`src/rtl/vga_timing_pkg.sv`:
```
// Shared VGA timing types and default 640x480@60 constants.
// Phase literals carry an HP_/VP_ prefix so they never collide with timing parameter names.
package vga_timing_pkg;

  localparam int CNT_W     = 10;
  localparam int CNT_RANGE = 1 << CNT_W;

  localparam int DEF_H_VISIBLE = 640;
  localparam int DEF_H_FP      = 16;
  localparam int DEF_H_SYNC    = 96;
  localparam int DEF_H_BP      = 48;
  localparam int DEF_V_VISIBLE = 480;
  localparam int DEF_V_FP      = 10;
  localparam int DEF_V_SYNC    = 2;
  localparam int DEF_V_BP      = 33;

  typedef enum logic [1:0] {
    HP_ACTIVE = 2'd0,
    HP_FRONT  = 2'd1,
    HP_SYNC   = 2'd2,
    HP_BACK   = 2'd3
  } h_phase_t;

  typedef enum logic [1:0] {
    VP_ACTIVE = 2'd0,
    VP_FRONT  = 2'd1,
    VP_SYNC   = 2'd2,
    VP_BACK   = 2'd3
  } v_phase_t;

  function automatic int timing_total(input int visible, input int fp, input int sync, input int bp);
    return visible + fp + sync + bp;
  endfunction

  localparam int DEF_H_TOTAL = timing_total(DEF_H_VISIBLE, DEF_H_FP, DEF_H_SYNC, DEF_H_BP);
  localparam int DEF_V_TOTAL = timing_total(DEF_V_VISIBLE, DEF_V_FP, DEF_V_SYNC, DEF_V_BP);

endpackage

```
`src/rtl/rise_detect.sv`:
```
// One-bit rising-edge detector for a level already synchronous to device_clock.
// RESET_LEVEL is the assumed prior level, so a signal that idles at that level yields no edge after reset.
module rise_detect #(
  parameter logic RESET_LEVEL = 1'b1
) (
  input  logic device_clock,
  input  logic rst,
  input  logic i_level,
  output logic o_rise
);

  logic r_level_d;

  always_ff @(posedge device_clock or posedge rst) begin
    if (rst) begin
      r_level_d <= RESET_LEVEL;
    end else begin
      r_level_d <= i_level;
    end
  end

  assign o_rise = i_level & ~r_level_d;

endmodule

```
`src/rtl/vga_sync_gen.sv`:
```
// VGA sync generator running on device_clock, stepping once per rising edge of clk_25MHz.
// Optional macro VGA_FRAME_CNT_EN adds a 16-bit frame_count output.
module vga_sync_gen
  import vga_timing_pkg::*;
#(
  parameter int H_VISIBLE       = DEF_H_VISIBLE,
  parameter int H_FP            = DEF_H_FP,
  parameter int H_SYNC          = DEF_H_SYNC,
  parameter int H_BP            = DEF_H_BP,
  parameter int V_VISIBLE       = DEF_V_VISIBLE,
  parameter int V_FP            = DEF_V_FP,
  parameter int V_SYNC          = DEF_V_SYNC,
  parameter int V_BP            = DEF_V_BP,
  parameter bit SYNC_ACTIVE_LOW = 1'b1
) (
  input  logic             device_clock,
  input  logic             rst,
  input  logic             clk_25MHz,
  output logic             pix_stb,
  output logic [CNT_W-1:0] pixel_x,
  output logic [CNT_W-1:0] pixel_y,
  output logic             video_on,
  output logic             hsync,
  output logic             vsync,
  output logic             line_start,
  output logic             frame_start
`ifdef VGA_FRAME_CNT_EN
  ,
  output logic [15:0]      frame_count
`endif
);

  localparam int H_TOTAL = timing_total(H_VISIBLE, H_FP, H_SYNC, H_BP);
  localparam int V_TOTAL = timing_total(V_VISIBLE, V_FP, V_SYNC, V_BP);

  generate
    if (H_TOTAL > CNT_RANGE) begin : g_h_total_err
      $error("vga_sync_gen: H_TOTAL exceeds 1024");
    end
    if (V_TOTAL > CNT_RANGE) begin : g_v_total_err
      $error("vga_sync_gen: V_TOTAL exceeds 1024");
    end
  endgenerate

  // Last count of each phase; the phase FSMs leave a phase on the tick at these counts.
  localparam logic [CNT_W-1:0] H_ACT_END  = CNT_W'(H_VISIBLE - 1);
  localparam logic [CNT_W-1:0] H_FP_END   = CNT_W'(H_VISIBLE + H_FP - 1);
  localparam logic [CNT_W-1:0] H_SYNC_END = CNT_W'(H_VISIBLE + H_FP + H_SYNC - 1);
  localparam logic [CNT_W-1:0] H_LAST     = CNT_W'(H_TOTAL - 1);
  localparam logic [CNT_W-1:0] V_ACT_END  = CNT_W'(V_VISIBLE - 1);
  localparam logic [CNT_W-1:0] V_FP_END   = CNT_W'(V_VISIBLE + V_FP - 1);
  localparam logic [CNT_W-1:0] V_SYNC_END = CNT_W'(V_VISIBLE + V_FP + V_SYNC - 1);
  localparam logic [CNT_W-1:0] V_LAST     = CNT_W'(V_TOTAL - 1);

  localparam logic SYNC_IDLE = SYNC_ACTIVE_LOW;

  logic             w_tick;
  logic             w_h_wrap;
  logic             w_v_wrap;
  logic             w_v_step;
  logic             w_frame_hit;
  logic [CNT_W-1:0] w_hcnt_next;
  logic [CNT_W-1:0] w_vcnt_next;
  h_phase_t         w_hph_next;
  v_phase_t         w_vph_next;

  logic [CNT_W-1:0] r_hcnt;
  logic [CNT_W-1:0] r_vcnt;
  h_phase_t         r_hph;
  v_phase_t         r_vph;
  logic             r_pix_stb;
  logic             r_video_on;
  logic             r_hsync;
  logic             r_vsync;
  logic             r_line_start;
  logic             r_frame_start;

  rise_detect #(
    .RESET_LEVEL (1'b1)
  ) u_pix_edge (
    .device_clock (device_clock),
    .rst          (rst),
    .i_level      (clk_25MHz),
    .o_rise       (w_tick)
  );

  always_comb begin
    w_h_wrap    = (r_hcnt == H_LAST);
    w_v_wrap    = (r_vcnt == V_LAST);
    w_v_step    = w_tick & w_h_wrap;
    w_hcnt_next = r_hcnt;
    w_vcnt_next = r_vcnt;
    if (w_tick) begin
      w_hcnt_next = w_h_wrap ? '0 : r_hcnt + 1'b1;
    end
    if (w_v_step) begin
      w_vcnt_next = w_v_wrap ? '0 : r_vcnt + 1'b1;
    end
    w_frame_hit = w_tick && (w_hcnt_next == '0) && (w_vcnt_next == '0);
  end

  always_comb begin
    w_hph_next = r_hph;
    if (w_tick) begin
      case (r_hph)
        HP_ACTIVE: if (r_hcnt == H_ACT_END)  w_hph_next = HP_FRONT;
        HP_FRONT:  if (r_hcnt == H_FP_END)   w_hph_next = HP_SYNC;
        HP_SYNC:   if (r_hcnt == H_SYNC_END) w_hph_next = HP_BACK;
        HP_BACK:   if (r_hcnt == H_LAST)     w_hph_next = HP_ACTIVE;
        default:   w_hph_next = HP_BACK;
      endcase
    end
  end

  // Vertical phase uses the same boundaries on vcnt but only moves at end of line.
  always_comb begin
    w_vph_next = r_vph;
    if (w_v_step) begin
      case (r_vph)
        VP_ACTIVE: if (r_vcnt == V_ACT_END)  w_vph_next = VP_FRONT;
        VP_FRONT:  if (r_vcnt == V_FP_END)   w_vph_next = VP_SYNC;
        VP_SYNC:   if (r_vcnt == V_SYNC_END) w_vph_next = VP_BACK;
        VP_BACK:   if (r_vcnt == V_LAST)     w_vph_next = VP_ACTIVE;
        default:   w_vph_next = VP_BACK;
      endcase
    end
  end

  always_ff @(posedge device_clock or posedge rst) begin
    if (rst) begin
      r_hcnt <= H_LAST;
      r_vcnt <= V_LAST;
      r_hph  <= HP_BACK;
      r_vph  <= VP_BACK;
    end else begin
      r_hcnt <= w_hcnt_next;
      r_vcnt <= w_vcnt_next;
      r_hph  <= w_hph_next;
      r_vph  <= w_vph_next;
    end
  end

  // Outputs are built from next-state values so they line up with pix_stb.
  always_ff @(posedge device_clock or posedge rst) begin
    if (rst) begin
      r_pix_stb     <= 1'b0;
      r_video_on    <= 1'b0;
      r_hsync       <= SYNC_IDLE;
      r_vsync       <= SYNC_IDLE;
      r_line_start  <= 1'b0;
      r_frame_start <= 1'b0;
    end else begin
      r_pix_stb     <= w_tick;
      r_video_on    <= (w_hph_next == HP_ACTIVE) && (w_vph_next == VP_ACTIVE);
      r_hsync       <= (w_hph_next == HP_SYNC) ? ~SYNC_IDLE : SYNC_IDLE;
      r_vsync       <= (w_vph_next == VP_SYNC) ? ~SYNC_IDLE : SYNC_IDLE;
      r_line_start  <= w_tick && (w_hcnt_next == '0);
      r_frame_start <= w_frame_hit;
    end
  end

  assign pix_stb     = r_pix_stb;
  assign pixel_x     = r_hcnt;
  assign pixel_y     = r_vcnt;
  assign video_on    = r_video_on;
  assign hsync       = r_hsync;
  assign vsync       = r_vsync;
  assign line_start  = r_line_start;
  assign frame_start = r_frame_start;

`ifdef VGA_FRAME_CNT_EN
  logic [15:0] r_frame_count;

  always_ff @(posedge device_clock or posedge rst) begin
    if (rst) begin
      r_frame_count <= '0;
    end else if (w_frame_hit) begin
      r_frame_count <= r_frame_count + 16'd1;
    end
  end

  assign frame_count = r_frame_count;
`endif

endmodule

```
`config.mk`:
```
export PLATFORM = sky130hd
export DESIGN_NAME = vga_sync_gen
export DESIGN_NICKNAME = d
export VERILOG_FILES = /design/src/rtl/vga_timing_pkg.sv /design/src/rtl/rise_detect.sv /design/src/rtl/vga_sync_gen.sv
export SDC_FILE = /design/constraint.sdc
export NUM_CORES = 1
export LEC_CHECK = 0
export ABC_AREA = 1
export BUFFER_PORTS_ARGS = -buffer_cell sky130_fd_sc_hd__buf_2
export CORE_MARGIN = 4
export CORE_UTILIZATION = 30
export CTS_BUF_LIST = sky130_fd_sc_hd__clkbuf_4 sky130_fd_sc_hd__clkbuf_8
export CTS_CLUSTER_DIAMETER = 120
export DETAILED_ROUTE_END_ITERATION = 10
export REMOVE_ABC_BUFFERS = 1
export SYNTH_ARGS = -nofsm -noshare
export SYNTH_HDL_FRONTEND = slang
export SYNTH_SLANG_ARGS = --single-unit
```
`constraint.sdc`:
```
create_clock -name device_clock -period 2.1 [get_ports device_clock]
set_input_delay 0.315 -clock device_clock [delete_from_list [all_inputs] [get_ports device_clock]]
set_output_delay 0.315 -clock device_clock [all_outputs]
set_load 0.1 [all_outputs]
```
---- After elaboration in Yosys (flattened, before gate mapping) ----
Cells that the tools add are included.
operators by class
  muxes and demuxes ....................... 18
  reduce and logical (&&, ||, !) cells .... 9
  equality and inequality tests ........... 16
  bitwise gates (word level) .............. 3
  $add $sub $neg .......................... 2
operators by type and width
  kind                                                  number
  equality test 10 bit, second input constant           5
  two-way mux 10 bit                                    4
  equality test 10 x 9 -> 1 bit, second input constant  3
  adder 10 x 1 -> 10 bit, second input constant         2
  logical NOT 10 bit                                    2
  two-way mux 2 bit                                     10
  one-hot mux 2 bit (4 select lines)                    2
  equality test 2 bit, second input constant            6
  logical NOT 2 bit                                     4
  equality test 2 x 1 -> 1 bit, second input constant   2
  logical AND 1 bit                                     3
  AND 1 bit                                             2
  two-way mux 1 bit                                     2
  NOT 1 bit                                             1
word-level totals
  register bits ........................... 31
  logic and storage cells ................. 59

---- Longest topological paths before layout ----
  depth in word-level cells ............... 6
  mapped depth ............................ 13
  depth with buffers taken out ............ 12

---- By module ----
From an unflattened synthesis, not the netlist that was laid out.
second synthesis, totals
  cell total of the unflattened synthesis .. 267
  area total of the unflattened synthesis .. 1941.9 um^2
modules (own cells, without submodules)
  module        instances  area an instance (um^2)  seq. area each (um^2)  cells an instance
  vga_sync_gen  1          1901.8                   770.7                  263
  rise_detect   1          40.0                     26.3                   4

---- Worst setup path after synthesis ----
OpenSTA, ideal clock, no wires.
  path type ............................... reg-to-reg
  from .................................... reg r_vcnt[1], in the netlist pixel_y[1]
  to ...................................... reg r_frame_start, in the netlist frame_start
  data arrival time ....................... 2213 ps
  setup slack ............................. -184 ps
  period minus slack after synthesis ...... 2284 ps
  setup time .............................. 71 ps
  cell stages (with the launch flop) ...... 12
  data required time ...................... 2029 ps
  cells stage by stage .................... dfrtp_1 ha_1 inv_1 nor2_2 nand3_1 nor2_1 nand3_1 nand2_1 nand2_1 nor2_1 nand3_1 nor2_1
between the ends
  word-level cells in the longest chain between the ends .. 5
  elaborated cells between the ends (all ways) .. 6
  those cells by class .................... 1 x add/sub; 1 x eq/ne; 2 x mux; 2 x reduce/logical
ends and longest elaborated chain
  element                                                         line                                    source
  start, declared                                                 vga_sync_gen.sv:68                      logic [CNT_W-1:0] r_vcnt;
  start signal, assigned                                          vga_sync_gen.sv:137                     r_vcnt <= w_vcnt_next;
  adder 10 x 1 -> 10 bit or equality test 10 bit (tied branches)  vga_sync_gen.sv:97, vga_sync_gen.sv:89
  two-way mux 10 bit                                              vga_sync_gen.sv:97                      w_vcnt_next = w_v_wrap ? '0 : r_vcnt + 1'b1;
  two-way mux 10 bit *                                            vga_sync_gen.sv:96                      if (w_v_step) begin
  logical NOT 10 bit *                                            vga_sync_gen.sv:99                      w_frame_hit = w_tick && (w_hcnt_next == '0) && (w_vcnt_next == '0);
  logical AND 1 bit *                                             vga_sync_gen.sv:99
  named net w_frame_hit                                           vga_sync_gen.sv:61                      logic w_frame_hit;
  end signal, assigned                                            vga_sync_gen.sv:158                     r_frame_start <= w_frame_hit;
  end, declared                                                   vga_sync_gen.sv:76                      logic r_frame_start;
The timed path passes the listed nets; every way through them passes the cells marked *.

---- Worst setup path in the final report ----
  from .................................... reg r_hcnt[0], in the netlist pixel_x[0]
  to ...................................... reg r_frame_start, in the netlist frame_start
between the ends
  word-level cells in the longest chain between the ends .. 6
  elaborated cells between the ends (all ways) .. 10
  those cells by class .................... 1 x add/sub; 1 x eq/ne; 3 x mux; 1 x bitwise; 4 x reduce/logical
ends and longest elaborated chain
  element                                                         line                                    source
  start, declared                                                 vga_sync_gen.sv:67                      logic [CNT_W-1:0] r_hcnt;
  start signal, assigned                                          vga_sync_gen.sv:136                     r_hcnt <= w_hcnt_next;
  adder 10 x 1 -> 10 bit or equality test 10 bit (tied branches)  vga_sync_gen.sv:94, vga_sync_gen.sv:88
  two-way mux 10 bit                                              vga_sync_gen.sv:94                      w_hcnt_next = w_h_wrap ? '0 : r_hcnt + 1'b1;
  two-way mux 10 bit                                              vga_sync_gen.sv:93                      if (w_tick) begin
  logical NOT 10 bit                                              vga_sync_gen.sv:99
  logical AND 1 bit                                               vga_sync_gen.sv:99
  logical AND 1 bit *                                             vga_sync_gen.sv:99
  named net w_frame_hit                                           vga_sync_gen.sv:61
Marks and branches as above.

==> flow_summary.yaml <==
sta:
  worstMarginPinSlew_ps: 495
  slew_violations: 0
  fin_crit_sh: 0.953
  clock.fmax_ghz: 0.500
  holdWs_ps: 107
  fin_worst_skew_ps: 2.27
  fin_crit_ps: 2000
  setup_viol: 0
  hold_viol: 0
  slew_headroom: 0.672
logic_synthesis:
  synth.area.mux_share: 0
  synthArstFlopShare: 1.00
  synth-xor-area-share: 0.0223
  ys_seq_elements: 31
  synthTopCellsByArea: "dfstp_2 (23%), dfrtp_1 (18%), nand2_1 (12%)"
  synth_compound_area_frac: 0.0536
  synth_top_family_by_area: "simple AND/OR/NAND/NOR gates"
  synth_top_cell_by_area: "dfstp_2"
  synth_cell_types: 32
  synth_warnings: 0
  synth-seq-area-share: 0.407
  synthAdderAreaFrac: 0.0255
  synth-simple-area-share: 0.377
  synth_cells: 264
  netlist.area_leader.share: 0.228
  synth_edf_count: 0
  syn_area_mm2: 0.00196
  synth_area_per_cell_um2: 7.42
  yosys_most_used_dff: "dfstp_2"
power:
  max-vdd-ir-drop_uv: 505
  powerDensity_mw_per_mm2: 883
  power_leakage_nw: 1.24
global_route:
  antenna_found_initial: 0
  grt_pass1_vias: 1728
  gr-total-overflow: 0
  grt_pass1_wl_um: 8050
  grt_max_degree: 32
  grt_use_total: 0.132
critical_path:
  crit_path_start_kind: "register"
  crit_type: "register to register"
  crit_arrival_ps: 2220
  rr_endpoint: "frame_start"
  end_kind: "register"
  crit_end: "frame_start"
  regToRegSetupSlack_ps: 100
  crit_start: "pixel_x[0]"
  path_max_fanout: 5
  worst_ep_required_time_ps: 2320
  r2r-start: "pixel_x[0]"
  r2r_cells: 9
final_layout:
  diodes: 0
  final_cell_mix: "nand2_1 (64), inv_1 (48), nor2_1 (32)"
  drive_above_1_share: 0.290
  design_area_mm2: 0.00238
  final_common_cell: "nand2_1"
  fin_nets: 316
  fin_util: 0.374
  area_growth_pct: 21.3
placed_design:
  port-buffer-count: 28
  dp_hpwl_um: 3540
  place_area_mm2: 0.00218
  place_congestion: 0.860
clock_network:
  cts_buffers: 5
  cts_root_buf: "clkbuf_8"
  clock_sinks: 31
  clk_pin_slew_worst_paths_ps: 70
  cts-htree-levels: 2
  cts.hold.buffers_added: 0
  clock_latency_ps: 280
  clockBufferDepth: 2
  cts_tree: "yes"
route:
  avgRoutedWirePerCell_um: 12.9
  drc: 0
  final_antenna_net_count: 0
  vias_per_cell: 4.74
  drt_wl_total_um: 5000
  drt_iter0_drc: 105
  vias: 1836
  drt_first_pass_iters: 4
floorplan:
  start_util: 0.309
  rows: 29
  die-area_mm2: 0.00789
  dieWidth_um: 88.8
  core_mm2: 0.00635
  dieHeight_um: 88.8
  io_pins: 29
job:
  drv_cap: 0
hold_path:
  hp-class: "input pin to async pin"
outcome:
  status: "completed"
==> synthesized netlist by cell type (all sizes together), types with 2 or more instances <==
master  count
nand2      69
inv        50
nor2       40
nand3      29
dfstp      17
dfrtp      14
nor3        8
nand4       6
o21ai       6
xor2        5
ha          4
o21a        3
a21oi       2
buf         2
o21bai      2
==> what timing repair did <==
action                     CTS  global route
setup buffers                2             6
setup endpoints to repair    1             6
cloned                       0             2
pin swaps                    1             4
resized for setup            0             5
==> layer usage <==
layer / GRT usage / up-vias / wire [um]
met4: 0.0467 / 0 / 104
li1: - / 914 / -
met3: 0.0326 / 9 / 183
met5: 0 / - / 0
met2: 0.219 / 44 / 2500
met1: 0.166 / 869 / 2210
==> state kept, by name, indices dropped and copies added, names as in the netlist <==
signal	count
pix_stb	1
pixel_x	10
pixel_y	10
line_start	1
hsync	1
video_on	1
u_pix_edge.r_level_d	1
r_vph	2
r_hph	2
vsync	1
frame_start	1
==> through the flow <==
| step | worst slack, ps | total power, mW | setup TNS [ps] | cells |
|---|---|---|---|---|
| 3_3_place_gp | 57.8 | 1.59 | 0 | 369 |
| 5_1_grt | -1.29 | 2.21 | -1.29 | 387 |
| 6_report | 98.5 | 2.10 | 0 | 387 |
| 3_5_place_dp | -0.519 | 1.59 | -0.519 | 369 |
| 2_1_floorplan | -185 | 1.44 | -465 | 261 |
| 4_1_cts | 12.9 | 2.08 | 0 | 379 |
==> where the power goes <==
part	total, mW	internal (mW)	switching, mW	leakage [nW]
Sequential	0.776	0.688	0.0879	0.341
Combinational	0.840	0.165	0.675	0.849
Clock	0.483	0.258	0.225	0.0491
Total	2.10	1.11	0.988	1.24
==> worst max-delay path: stages, from the launching register on <==
cell and delay (ps):
dfstp_2 590, ha_4 160, nand3_2 100, nor2_4 250, nand3_4 150, buf_6 160
nor2_2 90, xor2_1 240, nand3_1 110, nor2_1 90
==> cell type report <==
class,count,area (um2)
repair buffers,39,226
fillers,667,3970
inverters,50,188
clock inverters,1,5.00
flip-flops and latches,31,797
well taps,77,96.3
clock buffers,7,83.8
multi-input cells,182,980
==> how the worst min path moves through the flow <==
stage	endpoint	cells after the start	slack, ps	start
after floorplan	u_pix_edge.r_level_d	0	320	clk_25MHz
after global placement	video_on	3	420	rst
after detailed placement	video_on	3	420	rst
after CTS	pix_stb	3	110	rst
after global routing	pixel_y[5]	3	130	rst
final	pix_stb	3	110	rst
==> cells by family (layout without fill, tap and decap cells) <==
family	after synthesis	count (layout)
fa+ha+maj	4	4
compound gates	16	16
simple gates	155	157
flops	31	31
buf+inv	53	97
xor+xnor	5	5
Power figures use the tool's default switching activity.
